`config.mk`:
```
export PLATFORM = sky130hd
export DESIGN_NAME = count_sequencer
export DESIGN_NICKNAME = d
export VERILOG_FILES = /design/src/rtl/count_seq_pkg.sv /design/src/rtl/count_sequencer_core.sv /design/src/rtl/count_sequencer.sv
export SDC_FILE = /design/constraint.sdc
export NUM_CORES = 1
export LEC_CHECK = 0
export ABC_AREA = 1
export ABC_CLOCK_PERIOD_IN_PS = 2100
export CAP_MARGIN = 15
export CORE_MARGIN = 2
export CORE_UTILIZATION = 25
export DETAILED_ROUTE_END_ITERATION = 10
export PLACE_DENSITY = 0.46
export RECOVER_POWER = 25
export SETUP_SLACK_MARGIN = 0.05
export SYNTH_ARGS = -nofsm -noshare
export SYNTH_HDL_FRONTEND = slang
export SYNTH_HIERARCHICAL = 1
export SYNTH_SLANG_ARGS = --single-unit
```
`constraint.sdc`:
```
create_clock -name i_clk -period 2.1 [get_ports i_clk]
set_input_delay 0.42 -clock i_clk [delete_from_list [all_inputs] [get_ports i_clk]]
set_output_delay 0.42 -clock i_clk [all_outputs]
set_load 0.05 [all_outputs]
```
`src/rtl/count_seq_pkg.sv`:
```
// Shared types and default widths for the count sequencer controller and its counter datapath.
package count_seq_pkg;

    localparam int unsigned CNT_WIDTH_DEF = 4;
    localparam int unsigned REP_WIDTH_DEF = 8;

    typedef enum logic [1:0] {
        ST_IDLE  = 2'd0,
        ST_RUN   = 2'd1,
        ST_PAUSE = 2'd2,
        ST_DONE  = 2'd3
    } state_t;

    // RUN and PAUSE both own a live job that abort can cancel.
    function automatic logic is_active(input state_t s);
        return (s == ST_RUN) || (s == ST_PAUSE);
    endfunction

endpackage

```
`src/rtl/count_sequencer_core.sv`:
```
// Counter datapath: counts 0..i_tc while enabled, wraps to 0, flags the wrap combinationally.
module count_core
    import count_seq_pkg::*;
#(
    parameter int unsigned P_CNT_WIDTH = CNT_WIDTH_DEF
) (
    input  logic                   i_clk,
    input  logic                   i_rst_n,
    input  logic                   i_clr,
    input  logic                   i_en,
    input  logic [P_CNT_WIDTH-1:0] i_tc,
    output logic [P_CNT_WIDTH-1:0] o_cnt,
    output logic                   o_wrap
);

    assign o_wrap = i_en & (o_cnt == i_tc);

    always_ff @(posedge i_clk) begin
        if (!i_rst_n) begin
            o_cnt <= '0;
        end else if (i_clr) begin
            o_cnt <= '0;
        end else if (i_en) begin
            o_cnt <= o_wrap ? '0 : o_cnt + P_CNT_WIDTH'(1);
        end
    end

endmodule

```
`src/rtl/count_sequencer.sv`:
```
// Job controller: accepts (tc, rep) jobs, sequences count_core through rep periods with pause/abort.
module count_sequencer
    import count_seq_pkg::*;
#(
    parameter int unsigned P_CNT_WIDTH = CNT_WIDTH_DEF,
    parameter int unsigned P_REP_WIDTH = REP_WIDTH_DEF
) (
    input  logic                   i_clk,
    input  logic                   i_rst_n,
    input  logic                   i_cmd_valid,
    output logic                   o_cmd_ready,
    input  logic [P_CNT_WIDTH-1:0] i_cmd_tc,
    input  logic [P_REP_WIDTH-1:0] i_cmd_rep,
    input  logic                   i_pause,
    input  logic                   i_abort,
    output logic [P_CNT_WIDTH-1:0] o_cnt,
    output logic                   o_tick,
    output logic [P_REP_WIDTH-1:0] o_rep_cnt,
    output logic                   o_busy,
    output logic                   o_done
);

    state_t                 state;
    state_t                 state_nxt;
    logic [P_CNT_WIDTH-1:0] tc_q;
    logic [P_REP_WIDTH-1:0] rep_q;
    logic [P_REP_WIDTH-1:0] rep_inc;
    logic                   accept;
    logic                   core_en;
    logic                   core_clr;
    logic                   wrap;
    logic                   last_wrap;

    assign accept    = (state == ST_IDLE) & i_cmd_valid & o_cmd_ready;
    // Counting continues on the edge where pause drops, even while still in PAUSE,
    // so a pause of N sampled edges delays the job by exactly N cycles.
    assign core_en   = is_active(state) & ~i_abort & ~i_pause;
    assign core_clr  = ~is_active(state) | i_abort;
    assign rep_inc   = o_rep_cnt + P_REP_WIDTH'(1);
    assign last_wrap = wrap & (rep_q != '0) & (rep_inc == rep_q);

    count_core #(
        .P_CNT_WIDTH(P_CNT_WIDTH)
    ) u_core (
        .i_clk  (i_clk),
        .i_rst_n(i_rst_n),
        .i_clr  (core_clr),
        .i_en   (core_en),
        .i_tc   (tc_q),
        .o_cnt  (o_cnt),
        .o_wrap (wrap)
    );

    always_comb begin
        state_nxt = state;
        case (state)
            ST_IDLE: begin
                if (accept) state_nxt = ST_RUN;
            end
            ST_RUN, ST_PAUSE: begin
                if (i_abort)        state_nxt = ST_IDLE;
                else if (last_wrap) state_nxt = ST_DONE;
                else if (i_pause)   state_nxt = ST_PAUSE;
                else                state_nxt = ST_RUN;
            end
            ST_DONE: begin
                state_nxt = ST_IDLE;
            end
            default: state_nxt = ST_IDLE;
        endcase
    end

    always_ff @(posedge i_clk) begin
        if (!i_rst_n) begin
            state       <= ST_IDLE;
            tc_q        <= '0;
            rep_q       <= '0;
            o_cmd_ready <= 1'b0;
            o_busy      <= 1'b0;
            o_tick      <= 1'b0;
            o_done      <= 1'b0;
            o_rep_cnt   <= '0;
        end else begin
            state       <= state_nxt;
            o_cmd_ready <= (state_nxt == ST_IDLE);
            o_busy      <= (state_nxt != ST_IDLE);
            o_tick      <= wrap;
            o_done      <= last_wrap;
            if (accept) begin
                tc_q      <= i_cmd_tc;
                rep_q     <= i_cmd_rep;
                o_rep_cnt <= '0;
            end else if (wrap) begin
                o_rep_cnt <= rep_inc;
            end
        end
    end

endmodule

```
==> results.rst <==
.. list-table::
   :header-rows: 1

   * - Metric
     - Value
   * - Power per Cell Area
     - 626 nW/um2
   * - Crit Reg-Reg Endpoint
     - o_busy
   * - Post-DP HPWL
     - 3220 um
   * - Worst slew margin relative to its limit
     - 66.5%
   * - Routed wire per std cell
     - 10.6 um
   * - Max-cap violations
     - 0
   * - Routability cong.
     - 0.809
   * - Setup crit end
     - o_rep_cnt[0]
   * - Launch point of the worst reg-to-reg path
     - state[0]
   * - Warnings, synthesis
     - 6
   * - Delay contributed by the slowest stage of the critical path
     - 0.79 ns
   * - Number of routed nets with antenna violations
     - 0
   * - Most frequent cells in the layout
     - sky130_fd_sc_hd__nand2_1, sky130_fd_sc_hd__inv_1, sky130_fd_sc_hd__clkdlybuf4s50_1
   * - Post-synthesis to final-layout area growth
     - 38.9%
   * - Num rows
     - 29
   * - Worst Path Max Fanout
     - 5
   * - Maximum vdd ir drop
     - 279 uV
   * - Setup violations, final
     - 0
   * - Layout cells sized above 1
     - 20.8%
   * - Post-synthesis cell type count
     - 25
   * - Flop-to-flop setup slack
     - 0.20 ns
   * - Pin count of the biggest net entering global routing
     - 14
   * - Count of buffers inserted at the top-level ports
     - 32
   * - Clock buffer count from CTS
     - 5
   * - Wire length reported by the detailed router
     - 4040 um
   * - Boundary Pins
     - 33
   * - Gr ovfl total
     - 0
   * - Net count reported at finish
     - 322
   * - Fin crit period
     - 1.96 ns
   * - Post-Place Cells
     - 370
   * - Clock tree from TritonCTS
     - yes
   * - Most common library cell in the layout ignoring fill and taps
     - sky130_fd_sc_hd__nand2_1
   * - Global-route wire length before repair
     - 6760 um
   * - CP cell instances
     - buf_4 -> clkdlybuf4s50_1
   * - Initial antenna violation count
     - 0
   * - Remaining routing DRC violations
     - 0
   * - Setup repair after global routing missed its margin
     - yes
   * - GRT Resource Usage Total
     - 11.7%
   * - Root buffer cell
     - sky130_fd_sc_hd__clkbuf_8
   * - TNS Setup
     - 0 ns
   * - Critical path startpoint category
     - register
   * - Detailed-routing iteration count for the pre-antenna-repair pass
     - 6
   * - Post-synth net total
     - 274
   * - Routed vias/inst
     - 4.25
   * - Die outline area
     - 7380 um2
   * - Actual transition at the worst max-transition pin
     - 0.500 ns
   * - Slew Limit Fails
     - 0
   * - Antenna diode instance count
     - 0
   * - Worst r2r path cells
     - 18
   * - Initial core utilization
     - 26.1%
   * - Crit Path Class
     - reg -> out
   * - Status
     - finished clean
   * - Path class of the lowest-slack min-delay path
     - reg -> reg
   * - Final cell count without fillers
     - 380
   * - Core outline area
     - 6420 um2
   * - Maximum count of clock buffers along a single path
     - 2
   * - Chip Height
     - 85.9 um
   * - CP Data Required Time
     - 1.68 ns
   * - Maximum clock frequency
     - 510 MHz
   * - Worst path buffer plus inverter count
     - 2
   * - Worst EP arrival
     - 1.54 ns
   * - WP depth
     - 2
   * - Post-synthesis sequential element count
     - 30
   * - Mapped Area
     - 1680 um2
   * - Clk_lat worst skew
     - 0.28 ns
   * - Sink count of the clock tree
     - 30
   * - Vias after detailed routing
     - 1615
   * - Via count of the first global-routing pass
     - 1522
   * - Synthesized netlist cell count
     - 254
   * - Slowest cell on the critical path
     - sky130_fd_sc_hd__clkdlybuf4s50_1
   * - Post-synthesis average cell area
     - 6.60 um2
   * - Die width
     - 85.9 um
   * - Clock transition at the register clock pins on the worst setup and hold paths after CTS
     - 0.07 ns
   * - Type of destination of the critical path
     - output pin
   * - Kind of cell adding the most delay to the critical path
     - buffers and inverters
   * - Launch point of the worst path
     - o_rep_cnt[0]
   * - LEAKAGE
     - 1.03 nW
   * - Endpoints failing hold
     - 0
   * - Sequential fraction of the synthesis area
     - 35.8%
   * - CTS H-Tree Depth
     - 2
   * - Initial DRC Count
     - 44
   * - Final worst-path cycle share
     - 93.4%
   * - Worst clock skew
     - 0.00845 ns
## power by group
part | total, mW | switching, mW | internal [mW]
Clock | 0.575 | 0.220 | 0.355
Sequential | 0.626 | 0.0251 | 0.601
Combinational | 0.257 | 0.149 | 0.108
Total | 1.46 | 0.394 | 1.06
## stage by stage
stage	power (mW)	util (%)	setup slack [ns]	hold WS, ns	instance area (um2)
finish	1.46	36.3	0.139	0.463	2330
global route	1.55	36.3	-0.0133	0.489	2330
CTS	1.48	35.4	0.0620	0.469	2270
detailed placement	0.887	33.7	-0.223	0.458	2160
global placement	0.888	33.7	-0.181	0.453	2160
floorplan	0.791	-	0.0580	0.436	1690
## registers in the layout, indices dropped and copies added (netlist names)
| name | flops |
|---|---|
| tc_q | 4 |
| o_tick | 1 |
| rep_q | 8 |
| o_busy | 1 |
| u_core/o_cnt | 4 |
| state | 2 |
| o_done | 1 |
| o_cmd_ready | 1 |
| o_rep_cnt | 8 |
## area by class of cell
cell class                      count  area, um2
Inverter                           48        181
Timing Repair Buffer               46        415
Fill cell                         685       4090
Tap cell                           77       96.3
Sequential cell                    30        608
Clock buffer                        7       76.3
Clock inverter                      1       30.0
Multi-Input combinational cell    171        921
## cell families after synthesis
family	after synthesis	share of synthesized area, %
AO/OA/AOI/OAI	45	14.0
buffers and inverters	53	12.2
adder cells (fa/ha/maj)	3	2.24
flip-flops	30	35.8
AND/OR/NAND/NOR	123	35.7
## Yosys cell counts (all sizes together)
cell type  instances  share of area, %
a21oi             21               6.3
and3b              1              0.52
buf                2              0.75
clkbuf             3              0.67
clkinv             1              0.30
dfxtp             30                36
ha                 3               2.2
inv               47                11
nand2             72                18
nand3             25               8.7
nand4              1              0.37
nor2              21               6.9
nor3b              2              0.90
o211ai             3               1.3
o21ai             20               6.0
o21bai             1              0.45
or2                1              0.37
## repair_timing
action	4_1_cts	5_1_grt
resized for setup	1	15
endpoints found under the setup margin	4	6
pin swaps	3	13
gates cloned	0	0
buffers inserted	0	2
hold buffers	0	0
## worst register-to-register path, delay by kind of cell (launching register included)
kind,cells,cell delay (ns)
and+or+nand+nor,15,1.16
DFF,1,0.34
adders and majority gates,1,0.26
buffers and inverters,2,0.09
## worst min path at each step
| stage | start | end | slack [ns] | cells past startpoint |
|---|---|---|---|---|
| 2_1_floorplan | tc_q[1] | tc_q[1] | 0.44 | 2 |
| 3_3_place_gp | tc_q[2] | tc_q[2] | 0.45 | 2 |
| 3_5_place_dp | tc_q[2] | tc_q[2] | 0.46 | 2 |
| 4_1_cts | tc_q[2] | tc_q[2] | 0.47 | 2 |
| 5_1_grt | tc_q[0] | tc_q[0] | 0.49 | 2 |
| 6_report | tc_q[1] | tc_q[1] | 0.46 | 2 |
## metal layers
layer	vias up	wire length, um	share of wire (%)	GRT usage, %
li1	900	-	-	-
met1	687	1940	48	13.9
met2	26	1930	48	20.1
met3	2	139	3.4	2.98
met4	0	30	0.74	4.47
met5	-	0	0	0
(Power assumes the default switching activity.)
